--- src/rtl/spi_cmd_pkg.sv ---
// Shared constants and types for the SPI command decoder: opcodes, FSM state
// encoding and reply-word tags.
package spi_cmd_pkg;

  localparam logic [3:0] OP_NOP        = 4'h0;
  localparam logic [3:0] OP_WRITE      = 4'h1;
  localparam logic [3:0] OP_READ       = 4'h2;
  localparam logic [3:0] OP_WIDE_WRITE = 4'h3;
  localparam logic [3:0] OP_CLR_ERR    = 4'h4;

  localparam logic [3:0] TAG_ERR     = 4'hF;
  localparam logic [7:0] ARG_TIMEOUT = 8'hEE;
  localparam logic [7:0] ARG_BAD_OP  = 8'hFF;

  typedef enum logic {
    ST_IDLE     = 1'b0,
    ST_WAIT_EXT = 1'b1
  } state_t;

  function automatic logic [15:0] bad_op_reply(input logic [3:0] opcode);
    return {TAG_ERR, opcode, ARG_BAD_OP};
  endfunction

endpackage

--- src/rtl/spi_cmd_decoder_if.sv ---
// Word-level link between the SPI slave shifter and the command decoder.
interface spi_cmd_decoder_if;
  logic        word_valid;
  logic [15:0] word_data;
  logic [15:0] tx_word;

  modport master (output word_valid, output word_data, input tx_word);
  modport slave  (input word_valid, input word_data, output tx_word);
endinterface

--- src/rtl/spi_cmd_decoder.sv ---
// Decodes 16-bit SPI command words into register writes/reads and a two-word
// wide write with an idle timeout; every result is registered one cycle later.
//
// state       | meaning
// ST_IDLE     | decoding command words
// ST_WAIT_EXT | next word is the raw wide-write payload; timeout running
module spi_cmd_decoder
  import spi_cmd_pkg::*;
#(
  parameter int TIMEOUT_CYCLES = 4_800_000,
  parameter int NUM_REGS       = 8
) (
  input  logic        clk,
  input  logic        rst,
  spi_cmd_decoder_if.slave spi,
  output logic [7:0]  reg_ctrl,
  output logic [7:0]  reg_led,
  output logic [15:0] wide_value,
  output logic        wide_update,
  output logic [7:0]  err_count,
  output logic        busy
);

  localparam int CNT_W = $clog2(TIMEOUT_CYCLES + 1);
  localparam int IDX_W = (NUM_REGS > 1) ? $clog2(NUM_REGS) : 1;
  localparam logic [CNT_W-1:0] CNT_LAST = CNT_W'(TIMEOUT_CYCLES - 1);

  state_t            state, state_next;
  logic [CNT_W-1:0]  tmo_cnt, tmo_cnt_next;
  logic [7:0]        regs [NUM_REGS];
  logic [15:0]       tx_q, tx_next;
  logic [7:0]        err_next;
  logic              reg_we, wide_load, err_inc, err_clr;

  logic [3:0]        opcode, addr;
  logic [7:0]        data;
  logic [IDX_W-1:0]  idx;
  logic              addr_ok, timeout_hit;

  assign opcode  = spi.word_data[15:12];
  assign addr    = spi.word_data[11:8];
  assign data    = spi.word_data[7:0];
  assign idx     = addr[IDX_W-1:0];
  assign addr_ok = int'(addr) < NUM_REGS;

  // A payload word in the terminal cycle wins over the timeout.
  assign timeout_hit = (state == ST_WAIT_EXT) && !spi.word_valid && (tmo_cnt == CNT_LAST);

  always_ff @(posedge clk) begin
    if (rst) state <= ST_IDLE;
    else     state <= state_next;
  end

  always_comb begin
    state_next = state;
    case (state)
      ST_IDLE:
        if (spi.word_valid && opcode == OP_WIDE_WRITE) state_next = ST_WAIT_EXT;
      ST_WAIT_EXT:
        if (spi.word_valid || timeout_hit) state_next = ST_IDLE;
      default:
        state_next = ST_IDLE;
    endcase
  end

  always_comb begin
    tx_next      = tx_q;
    tmo_cnt_next = tmo_cnt;
    reg_we       = 1'b0;
    wide_load    = 1'b0;
    err_inc      = 1'b0;
    err_clr      = 1'b0;
    case (state)
      ST_IDLE: begin
        tmo_cnt_next = '0;
        if (spi.word_valid) begin
          case (opcode)
            OP_NOP: ;
            OP_WRITE:
              if (addr_ok) begin
                reg_we  = 1'b1;
                tx_next = {OP_WRITE, addr, data};
              end else begin
                err_inc = 1'b1;
                tx_next = bad_op_reply(opcode);
              end
            OP_READ:
              if (addr_ok) begin
                tx_next = {OP_READ, addr, regs[idx]};
              end else begin
                err_inc = 1'b1;
                tx_next = bad_op_reply(opcode);
              end
            OP_WIDE_WRITE: tx_next = {OP_WIDE_WRITE, 12'h000};
            OP_CLR_ERR: begin
              err_clr = 1'b1;
              tx_next = {OP_CLR_ERR, 12'h000};
            end
            default: begin
              err_inc = 1'b1;
              tx_next = bad_op_reply(opcode);
            end
          endcase
        end
      end
      ST_WAIT_EXT: begin
        if (spi.word_valid) begin
          wide_load    = 1'b1;
          tx_next      = {OP_WIDE_WRITE, 12'h001};
          tmo_cnt_next = '0;
        end else if (timeout_hit) begin
          err_inc      = 1'b1;
          tx_next      = {TAG_ERR, OP_WIDE_WRITE, ARG_TIMEOUT};
          tmo_cnt_next = '0;
        end else begin
          tmo_cnt_next = tmo_cnt + 1'b1;
        end
      end
      default: ;
    endcase

    if (err_clr)                          err_next = 8'h00;
    else if (err_inc && err_count != 8'hFF) err_next = err_count + 8'h01;
    else                                  err_next = err_count;
  end

  always_ff @(posedge clk) begin
    if (rst) begin
      tx_q        <= 16'h0000;
      tmo_cnt     <= '0;
      err_count   <= 8'h00;
      wide_value  <= 16'h0000;
      wide_update <= 1'b0;
      for (int i = 0; i < NUM_REGS; i++) regs[i] <= 8'h00;
    end else begin
      tx_q        <= tx_next;
      tmo_cnt     <= tmo_cnt_next;
      err_count   <= err_next;
      wide_update <= wide_load;
      if (wide_load) wide_value <= spi.word_data;
      if (reg_we)    regs[idx]  <= data;
    end
  end

  assign spi.tx_word = tx_q;
  assign reg_ctrl    = regs[0];
  assign reg_led     = regs[1];
  assign busy        = (state == ST_WAIT_EXT);

endmodule

--- src/flat_wrapper.sv ---
// flat-port wrapper written by rule: the top's interface ports become plain ports
module spi_cmd_decoder_flat import spi_cmd_pkg::*;
#(
  parameter int TIMEOUT_CYCLES = 4_800_000,
  parameter int NUM_REGS       = 8
)
  (clk, rst, reg_ctrl, reg_led, wide_value, wide_update, err_count, busy, spi_word_valid, spi_word_data, spi_tx_word);
  spi_cmd_decoder_if spi_i ();
  input  logic clk;
  input  logic rst;
  output logic [7:0] reg_ctrl;
  output logic [7:0] reg_led;
  output logic [15:0] wide_value;
  output logic wide_update;
  output logic [7:0] err_count;
  output logic busy;
  input wire logic [$bits(spi_i.word_valid)-1:0] spi_word_valid;
  input wire logic [$bits(spi_i.word_data)-1:0] spi_word_data;
  output wire logic [$bits(spi_i.tx_word)-1:0] spi_tx_word;
  assign spi_i.word_valid = spi_word_valid;
  assign spi_i.word_data = spi_word_data;
  assign spi_tx_word = spi_i.tx_word;
  spi_cmd_decoder #(.TIMEOUT_CYCLES(TIMEOUT_CYCLES), .NUM_REGS(NUM_REGS)) u_core (.clk(clk), .rst(rst), .spi(spi_i), .reg_ctrl(reg_ctrl), .reg_led(reg_led), .wide_value(wide_value), .wide_update(wide_update), .err_count(err_count), .busy(busy));
endmodule
--- config.mk ---
export PLATFORM = sky130hd
export DESIGN_NAME = spi_cmd_decoder_flat
export DESIGN_NICKNAME = d
export VERILOG_FILES = /design/src/rtl/spi_cmd_pkg.sv /design/src/rtl/spi_cmd_decoder_if.sv /design/src/rtl/spi_cmd_decoder.sv /design/src/flat_wrapper.sv
export SDC_FILE = /design/constraint.sdc
export NUM_CORES = 1
export LEC_CHECK = 0
export ABC_CLOCK_PERIOD_IN_PS = 3000
export BUFFER_PORTS_ARGS = -buffer_cell sky130_fd_sc_hd__buf_2
export CAP_MARGIN = 20
export CORE_ASPECT_RATIO = 1.2
export CORE_MARGIN = 10
export CORE_UTILIZATION = 58
export CTS_CLUSTER_SIZE = 40
export DETAILED_ROUTE_END_ITERATION = 10
export GPL_ROUTABILITY_DRIVEN = 0
export PLACE_DENSITY = 0.8
export SYNTH_ARGS = -nofsm -noshare
export SYNTH_HDL_FRONTEND = slang
export SYNTH_SLANG_ARGS = --single-unit
--- constraint.sdc ---
create_clock -name clk -period 3 [get_ports clk]
set_input_delay 0.45 -clock clk [delete_from_list [all_inputs] [get_ports clk]]
set_output_delay 0.45 -clock clk [all_outputs]
set_load 0.03 [all_outputs]
Word-level counts from Yosys, hierarchy flattened. Memories as Yosys holds them, arrays and structs flattened. Cells that the tools add are included.

Add/sub/neg operators: 2. $lt $le $gt $ge: 1. Eq/ne operators: 9. Multiplexer cells: 36. Bitwise gates (word level): 1. Reductions and logical operators: 12.

Operators with widths (count): 16-bit 2-to-1 mux (5); 16-bit case mux with 5 select lines (1); 23-bit 2-to-1 mux (2); 23-bit case mux with 2 select lines (1); 16-bit case mux with 2 select lines (1); 23-bit by 1-bit adder with 23-bit output, second input constant (1); 23-bit equality test, second input constant (1); 1-bit 2-to-1 mux (21); 8-bit by 1-bit adder with 8-bit output, second input constant (1); 4-bit by 2-bit equality test with 1-bit output, second input constant (2); 8-bit 2-to-1 mux (1); 8-bit inequality test, second input constant (1); 8-bit OR reduction (1); 1-bit case mux with 2 select lines (3); 4-bit by 1-bit equality test with 1-bit output, second input constant (1); 4-bit by 3-bit equality test with 1-bit output, second input constant (1); 1-bit logical AND (4); 4-bit logical NOT (1); 4-bit less-than comparator, second input constant (1); 2-bit inequality test, second input constant (2); 2-bit OR reduction (2); 3-bit 2-to-1 mux (1); 3-bit inequality test, second input constant (1); 3-bit AND reduction (1); other kinds (4) (4).

Register bits after elaboration: 65. RAM bits: 64. Bits of input ports: 19. Output and inout port bits: 58. Word-level logic and storage cells: 68. Memories: 1.

Memories: u_core.regs (depth 8, width 8, rd ports 3, clocked after memory_dff 0, wr ports 8, line spi_cmd_decoder.sv:30) `logic [7:0] regs [NUM_REGS];`.

Logic depth before layout (Yosys ltp). Gate-level depths: netlist (run 1).

Depth after elaboration: 10. Gate-level depth with buffers: 8. Gate-level depth less buffers: 6.

Worst setup path after synthesis (run 1). No wires, ideal clock.

Path type: in2reg. Start: in spi_word_data[15]. End: mem u_core.regs[3][0], enable pin. Setup time: 384 ps. Data arrival time: 1889 ps. Required time: 2616 ps. Slack: 726 ps. Stages on the path: 5. Path buffers: 1. Cell sequence: buf_6 nor4_1 and4_1 nand2_1 o21ai_0.

RTL lines: from (decl) (line flat_wrapper.sv:18) `input wire logic [$bits(spi_i.word_data)-1:0] spi_word_data;`; to (decl) (line spi_cmd_decoder.sv:30).

Worst setup path after layout (run 1).
Start: reg u_core.tmo_cnt[0]. End: reg u_core.tx_q[3] (netlist: u_core.spi.tx_word[3]).

Cells in the longest elaborated chain, start to end: 4.

Ends and longest elaborated chain: from (decl) (line spi_cmd_decoder.sv:29) `logic [CNT_W-1:0] tmo_cnt, tmo_cnt_next;`; from (signal assigned) (line spi_cmd_decoder.sv:137) `tmo_cnt <= tmo_cnt_next;`; 23-bit equality test (line spi_cmd_decoder.sv:47) `assign timeout_hit = (state == ST_WAIT_EXT) && !spi.word_valid && (tmo_cnt == CNT_LAST);`; 1-bit logical AND (line spi_cmd_decoder.sv:47); 3-bit inequality test (no source line); 3-bit AND reduction (no source line); to (signal assigned) (line spi_cmd_decoder.sv:136) `tx_q <= tx_next;`; to (decl) (line spi_cmd_decoder.sv:31) `logic [15:0] tx_q, tx_next;`.

No other way between the ends. A chain may end at the register's enable or synchronous reset.

==> results of run 1 <==
[worst min-delay path, delay by kind of cell]
| family | cells | cell delay (ns) |
|---|---|---|
| and+or+nand+nor | 1 | 0.07 |
| AOI/OAI and AO/OA | 1 | 0.06 |
| buffers and inverters | 1 | 0.16 |
[power by group through the flow]
stage          Combinational [mW]  Clock (mW)  Sequential (mW)
4_1_cts                     0.357        1.84             1.95
2_1_floorplan               0.180           0             2.04
6_report                    0.356        1.82             1.95
5_1_grt                     0.384        1.90             1.95
3_5_place_dp                0.354           0             1.98
3_3_place_gp                0.347           0             1.98
[stage by stage]
step,cell area (µm²),hold WS [ns],utilization,worst slack [ns],cells
floorplan,6060,0.449,-,0.726,563
global placement,6520,0.440,0.645,0.689,744
detailed placement,6520,0.443,0.645,0.595,744
CTS,7040,0.361,0.696,0.686,776
global route,7040,0.376,0.696,0.532,777
finish,7040,0.367,0.696,0.666,777
[worst paths after layout]
kind                                          start                                  to  slack (ns)  cells after the start
hold reg to reg   u_core.wide_value[4]$_SDFFE_PP0P_   u_core.wide_value[4]$_SDFFE_PP0P_        0.45                      2
hold / removal                     spi_word_data[5]   u_core.wide_value[5]$_SDFFE_PP0P_        0.37                      3
setup reg to reg       u_core.tmo_cnt[0]$_SDFF_PP0_  u_core.spi.tx_word[3]$_SDFFE_PP0P_        0.67                      6
setup / recovery       u_core.tmo_cnt[0]$_SDFF_PP0_  u_core.spi.tx_word[3]$_SDFFE_PP0P_        0.67                      6
[cells by family after synthesis]
kind of cell	share of synthesized area
DFF	0.531
AOI/OAI and AO/OA	0.118
adders and majority gates	0.00413
muxes	0.0642
xor gates and xnor gates	0.0274
and+or+nand+nor	0.225
buffers and inverters	0.0297
[cell type report]
class                      count  share of cell area
sequential                   129               0.458
multi-input combinational    397               0.378
clock buffer                  27              0.0700
timing repair buffer          85              0.0636
tap                          126              0.0224
clock inverter                 5             0.00391
inverter                       7             0.00373
antenna                        1            0.000355
[cell usage in the layout, fill, tap and decap left out, types with 4 or more instances in the layout]
cell | synthesis | final
buf_2 | 9 | 76
clkbuf_1 | 14 | 7
and2_1 | 66 | 66
inv_1 | 7 | 7
nand4_1 | 8 | 8
o22ai_1 | 6 | 6
buf_4 | 2 | 9
clkbuf_16 | 0 | 17
a211o_1 | 6 | 6
nand2_1 | 54 | 54
nand2b_1 | 6 | 6
edfxtp_1 | 64 | 64
dfxtp_1 | 65 | 65
nand3_1 | 12 | 12
nor2_1 | 41 | 41
and3_1 | 6 | 6
a21oi_1 | 36 | 36
mux4_2 | 14 | 14
and4_1 | 7 | 7
xnor2_1 | 12 | 12
or3_1 | 9 | 9
o21ai_0 | 24 | 24
mux2i_1 | 4 | 4
o21a_1 | 8 | 8
xor2_1 | 7 | 7
nor3_1 | 11 | 11
[state kept, by name, summed over array words and instances (netlist names)]
name	count
u_core.err_count	8
u_core.busy	1
u_core.wide_update	1
u_core.spi.tx_word	16
u_core.wide_value	16
u_core.tmo_cnt	23
u_core.regs	64
[metal layers]
| layer | vias to the layer above | GRT usage | part of all wire |
|---|---|---|---|
| met5 | - | 0 | 0 |
| met4 | 0 | 0.105 | 0.027 |
| met3 | 36 | 0.0615 | 0.078 |
| met2 | 189 | 0.333 | 0.51 |
| met1 | 2267 | 0.226 | 0.39 |
| li1 | 2188 | - | - |
==> impl_metrics.py, run 1 <==
metrics = {
    "sta": {
        "final_max_slew_viol_count": 0,
        "finalSetupTns_ns": 0,
        "fin_crit_sh": 0.778,
        "max_freq_mhz": 429,
        "min_period_ns": 2.33,
        "setup_viol": 0,
        "tightest_slew_ns": 0.736,
        "rsz0062_at_grt": "false",
        "relSlewSlack": 0.509,
        "worst_clock_skew_ns": 0.00916,
        "hold_viol_final": 0,
    },
    "placement": {
        "io_buffers": 76,
        "dp_hpwl_um": 10500,
    },
    "critical_path": {
        "crit_path_cell_trace": "ha_1, and4bb_1, and4_1, a31oi_4, and2b_2, a211o_1",
        "worstSetupPathType": "flip-flop to flip-flop",
        "critPathArrivalTime_ns": 2.64,
        "start_kind": "flip-flop",
        "cp-end-kind": "flip-flop",
        "cp_max_fo": 12,
        "required_ns": 3.31,
        "crit_slowest_cell": "dfxtp_1",
        "path_buf_inv": 0,
        "cp_top_family": "simple AND/OR/NAND/NOR gates",
        "cpPeakStageDelay_ns": 0.41,
    },
    "logic_synthesis": {
        "ys_types": 65,
        "async_reset_ff_frac": 0,
        "synth_ff_type": "dfxtp_1",
        "synth_edf_count": 64,
        "netlist_top_cells_count": "and2_1 (66), dfxtp_1 (65), edfxtp_1 (64)",
        "syn_inst": 563,
        "synth.cell_area_mm2": 0.00606,
        "synth_top_area_share": 0.317,
        "synth_area_leaders": "edfxtp_1 (32%), dfxtp_1 (21%), and2_1 (6.8%), mux4_2 (5.2%), nand2_1 (3.3%)",
        "avgSynthCellArea_um2": 10.8,
        "yosysTopAreaCell": "edfxtp_1",
        "synth_most_common_cell": "and2_1",
        "yosys_warnings": 0,
        "ys_ff_latch": 129,
        "synth_nets": 584,
        "synth_seq_area_share": 0.531,
    },
    "die": {
        "die_w_um": 113,
        "start_util": 0.600,
        "io_pins": 77,
        "dieArea_mm2": 0.0150,
        "die_h_um": 132,
        "core_area_mm2": 0.0101,
        "rows": 40,
    },
    "power": {
        "seq_power_share": 0.472,
        "peakVddDrop_mv": 0.371,
        "power.density_mw_per_mm2": 586,
        "power_mw": 4.13,
        "clkPwrFrac": 0.442,
        "sw_frac_of_total": 0.236,
        "combPwrFrac": 0.086,
        "leakagePower_nw": 2.63,
        "p_sw_uw": 975,
        "intPower_mw": 3.15,
    },
    "job": {
        "cap_violations": 0,
    },
    "cts": {
        "post-cts-setup-buffers": 0,
        "ctsHoldBuffers": 0,
        "tritoncts": "done",
        "cts_max_level": 4,
        "clk_latency_ns": 0.43,
        "cts_num_sinks": 129,
        "cts-root-buf": "clkbuf_16",
        "cts-buffers-inserted": 17,
        "cts_resized": 0,
        "clockBufferDepth": 2,
        "path_clk_slew_ns": 0.05,
    },
    "routing": {
        "wl_per_cell_um": 19.1,
        "final_antenna_net_count": 0,
        "dr.pass1.iters": 5,
        "vias": 4680,
        "route.final.wire_length_um": 14900,
        "avgViaCountPerCell": 6.02,
        "drt_iter0_drc": 425,
        "drt_drc_violations_left": 0,
    },
    "min_path": {
        "hold_class": "input port to flip-flop",
    },
    "final_layout": {
        "syn_to_final_growth_pct": 16.1,
        "seqCellArea_mm2": 0.00322,
        "drive_gt1_frac": 0.225,
        "fill_cells": 775,
        "multi_input_area_mm2": 0.00266,
        "fin_nets": 658,
    },
    "global_routing": {
        "grt_antenna_before_repair": 1,
        "grt_pass1_vias": 4648,
        "grt_max_degree": 34,
        "grt.overflow.total": 0,
        "grt_usage": 0.201,
        "grt_pass1_wl_um": 24000,
    },
    "status": {
        "status": "finished, final reports clean",
    },
}
Note: power is estimated with default switching activity, not from simulation.
==> run 2, diff against run 1 <==
--- a/config.mk
+++ b/config.mk
@@ -5,16 +5,16 @@
 export SDC_FILE = /design/constraint.sdc
 export NUM_CORES = 1
 export LEC_CHECK = 0
-export ABC_CLOCK_PERIOD_IN_PS = 3000
+export ABC_CLOCK_PERIOD_IN_PS = 2100
 export BUFFER_PORTS_ARGS = -buffer_cell sky130_fd_sc_hd__buf_2
 export CAP_MARGIN = 20
 export CORE_ASPECT_RATIO = 1.2
 export CORE_MARGIN = 10
-export CORE_UTILIZATION = 58
+export CORE_UTILIZATION = 52
 export CTS_CLUSTER_SIZE = 40
 export DETAILED_ROUTE_END_ITERATION = 10
 export GPL_ROUTABILITY_DRIVEN = 0
-export PLACE_DENSITY = 0.8
+export PLACE_DENSITY = 0.76
 export SYNTH_ARGS = -nofsm -noshare
 export SYNTH_HDL_FRONTEND = slang
 export SYNTH_SLANG_ARGS = --single-unit
==> constraint.sdc (replaced) <==
create_clock -name clk -period 2.1 [get_ports clk]
set_input_delay 0.315 -clock clk [delete_from_list [all_inputs] [get_ports clk]]
set_output_delay 0.315 -clock clk [all_outputs]
set_load 0.03 [all_outputs]
==> run 2 against run 1 <==
Net effect:
- largest power group unchanged
- combinational power rose by 54%
- sequential share of layout area down 2.2 points
- largest cell class unchanged
- wire length up 2.8%
- critical endpoint is now u_core.spi.tx_word[6]$_SDFFE_PP0P_
- setup slack got worse by 0.56 ns
==> impl_metrics.py, run 2 (synthesized netlist as in run 1, its figures left out) <==
metrics = {
    "status": {
        "status": "finished, final reports clean",
    },
    "cts": {
        "cts_max_level": 4,
        "post-cts-setup-buffers": 0,
        "clk_latency_ns": 0.41,
        "cts_num_sinks": 129,
        "ctsHoldBuffers": 0,
        "cts_resized": 0,
        "clockBufferDepth": 2,
        "cts-buffers-inserted": 17,
        "path_clk_slew_ns": 0.05,
        "cts-root-buf": "clkbuf_16",
        "tritoncts": "done",
    },
    "sta": {
        "tightest_slew_ns": 0.615,
        "max_freq_mhz": 502,
        "worst_clock_skew_ns": 0.00467,
        "min_period_ns": 1.99,
        "rsz0062_at_grt": "false",
        "final_max_slew_viol_count": 0,
        "hold_viol_final": 0,
        "fin_ws_ns": 0.109,
        "fin_crit_sh": 0.948,
        "setup_viol": 0,
        "relSlewSlack": 0.585,
    },
    "global_routing": {
        "grt_antenna_before_repair": 0,
        "busiest_layer": "met2",
        "grt_pass1_vias": 4706,
        "grt.met1_usage": 0.221,
        "grt_max_degree": 25,
        "grt_usage": 0.189,
        "grt_util_met2": 0.313,
        "grt.overflow.total": 0,
        "grt_pass1_wl_um": 24900,
        "grt_use_met3": 0.0521,
    },
    "critical_path": {
        "crit_path_cell_trace": "ha_1, and4bb_1, and4_1, buf_4, a32o_1, o21a_1, a211o_1",
        "r2r_slack_ns": 0.11,
        "r2r-start": "u_core.tmo_cnt[0]$_SDFF_PP0_",
        "crit_slowest_cell": "dfxtp_1",
        "cp-end-kind": "flip-flop",
        "worstSetupPathType": "flip-flop to flip-flop",
        "critPathArrivalTime_ns": 2.28,
        "path_buf_inv": 1,
        "r2r-end": "u_core.spi.tx_word[6]$_SDFFE_PP0P_",
        "reg2reg_depth": 7,
        "required_ns": 2.39,
        "cp_top_family": "compound AO/OA/AOI/OAI gates",
        "start_kind": "flip-flop",
        "cpPeakStageDelay_ns": 0.31,
        "cp_max_fo": 6,
    },
    "final_layout": {
        "top_register": "u_core.regs",
        "syn_to_final_growth_pct": 21.8,
        "final_cell_mix": "buf_2 (76), and2_1 (66), dfxtp_1 (65)",
        "final_common_cell": "buf_2",
        "antenna_cells": 0,
        "drive_gt1_frac": 0.262,
        "seqCellArea_mm2": 0.00322,
        "largest_register_ffs": 64,
        "reg_top3": "u_core.regs (64), u_core.tmo_cnt (23)",
        "fin_nets": 689,
        "fill_cells": 949,
        "multi_input_area_mm2": 0.00266,
    },
    "die": {
        "rows": 43,
        "dieArea_mm2": 0.0164,
        "core_area_mm2": 0.0115,
        "die_w_um": 119,
        "io_pins": 77,
        "die_h_um": 138,
        "start_util": 0.527,
    },
    "placement": {
        "io_buffers": 76,
        "pre_cts_ws_ns": -0.0114,
        "dp_hpwl_um": 11400,
    },
    "min_path": {
        "hold_class": "input port to flip-flop",
        "holdPathStages": 2,
        "min-delay-start": "spi_word_data[15]",
        "whs_endpoint": "u_core.busy$_SDFF_PP0_",
    },
    "power": {
        "peakVddDrop_mv": 0.541,
        "leakagePower_nw": 2.82,
        "intPower_mw": 4.71,
        "power.density_mw_per_mm2": 827,
        "power_mw": 6.11,
        "seq_power_share": 0.456,
        "p_sw_mw": 1.40,
        "clkPwrFrac": 0.454,
        "sw_frac_of_total": 0.229,
        "combPwrFrac": 0.090,
    },
    "job": {
        "cap_violations": 0,
    },
    "routing": {
        "vias": 4725,
        "drt_drc_violations_left": 0,
        "wl_per_cell_um": 18.3,
        "route.final.wire_length_um": 15300,
        "dr.pass1.iters": 5,
        "drt_iter0_drc": 317,
        "final_antenna_net_count": 0,
        "avgViaCountPerCell": 5.65,
    },
}
## run 2: worst register-to-register path, stage by stage (launching register included)
cell and delay, ns:
dfxtp_1 0.31, ha_1 0.20, and4bb_1 0.19, and4_1 0.29
buf_4 0.18, a32o_1 0.30, o21a_1 0.14, a211o_1 0.26
## run 2: how the worst max path moves through the flow
stage                                 start                                  to  slack [ns]  cells after the start
2_1_floorplan        u_core.busy$_SDFF_PP0_     u_core.regs[3][0]$_SDFFCE_PN0P_       -0.10                      5
3_3_place_gp              spi_word_data[15]     u_core.regs[0][3]$_SDFFCE_PN0P_        0.03                      6
3_5_place_dp              spi_word_data[15]     u_core.regs[0][2]$_SDFFCE_PN0P_       -0.01                      6
4_1_cts        u_core.tmo_cnt[0]$_SDFF_PP0_  u_core.spi.tx_word[3]$_SDFFE_PP0P_        0.13                      7
5_1_grt        u_core.tmo_cnt[0]$_SDFF_PP0_  u_core.spi.tx_word[6]$_SDFFE_PP0P_       0.008                      7
6_report       u_core.tmo_cnt[0]$_SDFF_PP0_  u_core.spi.tx_word[6]$_SDFFE_PP0P_        0.11                      7
## run 2: cell type report
cell class / count / share of cell area
Sequential cell: 129 / 0.436
Multi-Input combinational cell: 397 / 0.360
Timing Repair Buffer: 116 / 0.0972
Clock buffer: 26 / 0.0691
Tap cell: 157 / 0.0266
Clock inverter: 5 / 0.00711
Inverter: 7 / 0.00356
## run 2: metal layers
layer / share of wire / vias to the layer above / wire [µm]
li1: - / 2254 / -
met1: 0.40 / 2256 / 6100
met2: 0.50 / 178 / 7590
met3: 0.071 / 37 / 1090
met4: 0.033 / 0 / 497
met5: 0 / - / 0
## run 2: power groups by stage
stage               Clock, mW  Sequential [mW]  Combinational, mW
floorplan                   0             2.91              0.258
global placement            0             2.83              0.538
detailed placement          0             2.84              0.547
CTS                      2.82             2.79              0.550
global route             2.93             2.79              0.590
finish                   2.77             2.79              0.550
## run 2: through the flow
step	cell area [µm²]	utilization	TNS (ns)	hold WS (ns)	cells
2_1_floorplan	6060	-	-4.14	0.449	563
3_3_place_gp	6830	0.593	0	0.443	806
3_5_place_dp	6830	0.593	-0.0899	0.446	806
4_1_cts	7390	0.642	0	0.168	837
5_1_grt	7390	0.642	0	0.196	837
6_report	7390	0.642	0	0.187	837
==> run 3, diff against run 2 <==
--- a/config.mk
+++ b/config.mk
@@ -6,15 +6,15 @@
 export NUM_CORES = 1
 export LEC_CHECK = 0
 export ABC_CLOCK_PERIOD_IN_PS = 2100
-export BUFFER_PORTS_ARGS = -buffer_cell sky130_fd_sc_hd__buf_2
 export CAP_MARGIN = 20
 export CORE_ASPECT_RATIO = 1.2
 export CORE_MARGIN = 10
-export CORE_UTILIZATION = 52
+export CORE_UTILIZATION = 57
 export CTS_CLUSTER_SIZE = 40
 export DETAILED_ROUTE_END_ITERATION = 10
+export DONT_BUFFER_PORTS = 1
 export GPL_ROUTABILITY_DRIVEN = 0
-export PLACE_DENSITY = 0.76
+export PLACE_DENSITY = 0.75
 export SYNTH_ARGS = -nofsm -noshare
 export SYNTH_HDL_FRONTEND = slang
 export SYNTH_SLANG_ARGS = --single-unit
==> run 3 against run 2 <==
Net effect:
- setup slack better by 0.015 ns
- sequential cell count unchanged
- worst hold slack worse by 0.15 ns
- maximum frequency up 0.78%
- final cell count down 12%
- critical path depth unchanged
- critical endpoint is now u_core.spi.tx_word[7]$_SDFFE_PP0P_
- largest cell class unchanged
- highest routed layer unchanged
==> impl_metrics.py, run 3 (synthesized netlist as in run 1, its figures left out) <==
metrics = {
    "routing": {
        "drt_drc_violations_left": 0,
        "drt_iter0_drc": 430,
        "avgViaCountPerCell": 6.09,
        "wl_per_cell_um": 20.4,
        "route.final.wire_length_um": 15000,
        "vias": 4478,
        "dr.pass1.iters": 7,
        "final_antenna_net_count": 0,
    },
    "die": {
        "die_h_um": 133,
        "die_w_um": 114,
        "core_area_mm2": 0.0105,
        "rows": 41,
        "io_pins": 77,
        "start_util": 0.580,
        "dieArea_mm2": 0.0152,
    },
    "sta": {
        "hold_viol_final": 0,
        "setup_viol": 0,
        "fin_crit_sh": 0.941,
        "max_freq_mhz": 506,
        "final_max_slew_viol_count": 0,
        "tightest_slew_ns": 1.09,
        "worst_clock_skew_ns": 0.00586,
        "relSlewSlack": 0.274,
        "rsz0062_at_grt": "false",
        "fin_ws_ns": 0.124,
        "whs_ns": 0.0338,
        "min_period_ns": 1.98,
    },
    "cts": {
        "clk_latency_ns": 0.42,
        "cts_max_level": 4,
        "path_clk_slew_ns": 0.06,
        "cts-root-buf": "clkbuf_16",
        "cts-buffers-inserted": 17,
        "tritoncts": "done",
        "cts_num_sinks": 129,
        "clockBufferDepth": 2,
    },
    "global_routing": {
        "grt_pass1_vias": 4450,
        "grt_usage": 0.198,
        "grt.overflow.total": 0,
        "grt_pass1_wl_um": 23500,
        "grt_max_degree": 28,
        "grt_antenna_before_repair": 0,
    },
    "critical_path": {
        "cpPeakStageDelay_ns": 0.35,
        "cp_top_family": "compound AO/OA/AOI/OAI gates",
        "start_kind": "flip-flop",
        "worstSetupPathType": "flip-flop to flip-flop",
        "cp-end-kind": "flip-flop",
        "cp_max_fo": 6,
        "path_buf_inv": 1,
        "required_ns": 2.40,
        "critPathArrivalTime_ns": 2.27,
        "crit_path_cell_trace": "ha_1, and4bb_1, and4_2, buf_4, a32o_1, o21a_1, a211o_1",
        "crit_slowest_cell": "dfxtp_1",
    },
    "final_layout": {
        "syn_to_final_growth_pct": 14.6,
        "largest_register_ffs": 64,
        "antenna_cells": 0,
        "drive_gt1_frac": 0.172,
        "reg_top3": "u_core.regs (64), u_core.tmo_cnt (23)",
        "fin_nets": 614,
        "final_common_cell": "and2_1",
        "finish.utilization": 0.664,
        "final_cell_mix": "and2_1 (66), dfxtp_1 (65), edfxtp_1 (64)",
        "top_register": "u_core.regs",
    },
    "power": {
        "leakagePower_nw": 2.46,
        "power.density_mw_per_mm2": 855,
        "peakVddDrop_mv": 0.561,
    },
    "placement": {
        "pre_cts_ws_ns": 0.109,
        "io_buffers": 0,
        "dp_hpwl_um": 10500,
    },
    "min_path": {
        "hold_class": "input port to flip-flop",
    },
    "status": {
        "status": "finished, final reports clean",
    },
    "job": {
        "cap_violations": 0,
    },
}
## run 3: cell type report
type	instances	area (µm²)
multi-input cells	397	2660
well taps	129	161
clock buffers	18	429
repair buffers	41	325
clock inverters	14	123
fillers	801	3510
flip-flops and latches	129	3220
inverters	7	26.3
## run 3: repair_timing
item	CTS	global route
endpoints found under the setup margin	0	3
hold buffers	2	0
setup buffers	0	0
gates resized for setup	0	1
endpoints found under the hold margin	28	0
## run 3: metal layers
| layer | vias up | part of all wire | track usage | wire length, µm |
|---|---|---|---|---|
| met1 | 2154 | 0.36 | 0.208 | 5400 |
| met4 | 0 | 0.036 | 0.105 | 541 |
| met2 | 174 | 0.52 | 0.337 | 7820 |
| met5 | - | 0 | 0 | 0 |
| li1 | 2107 | - | - | - |
| met3 | 43 | 0.082 | 0.0665 | 1240 |
## run 3: path summary, 6_finish.rpt
| path | start | end | slack, ns | depth (start not counted) |
|---|---|---|---|---|
| hold reg to reg | u_core.tmo_cnt[4]$_SDFF_PP0_ | u_core.tmo_cnt[4]$_SDFF_PP0_ | 0.52 | 2 |
| hold / removal | spi_word_data[5] | u_core.wide_value[5]$_SDFFE_PP0P_ | 0.03 | 2 |
| setup reg to reg | u_core.tmo_cnt[1]$_SDFF_PP0_ | u_core.spi.tx_word[7]$_SDFFE_PP0P_ | 0.12 | 7 |
| setup / recovery | u_core.tmo_cnt[1]$_SDFF_PP0_ | u_core.spi.tx_word[7]$_SDFFE_PP0P_ | 0.12 | 7 |
## run 3: power breakdown
group          internal [mW]  total (mW)  switching, mW
clock network           1.71        2.75           1.04
registers               2.73        2.84          0.109
logic                  0.158       0.350          0.192
total                   4.60        5.94           1.34
## run 3: metrics by stage
stage	total power [mW]	setup TNS, ns	cells	area (µm²)
after floorplan	3.17	-4.14	563	6060
after global placement	3.22	0	701	6380
after detailed placement	3.23	0	701	6380
after CTS	5.97	0	735	6950
after global routing	6.10	0	735	6950
final	5.94	0	735	6950
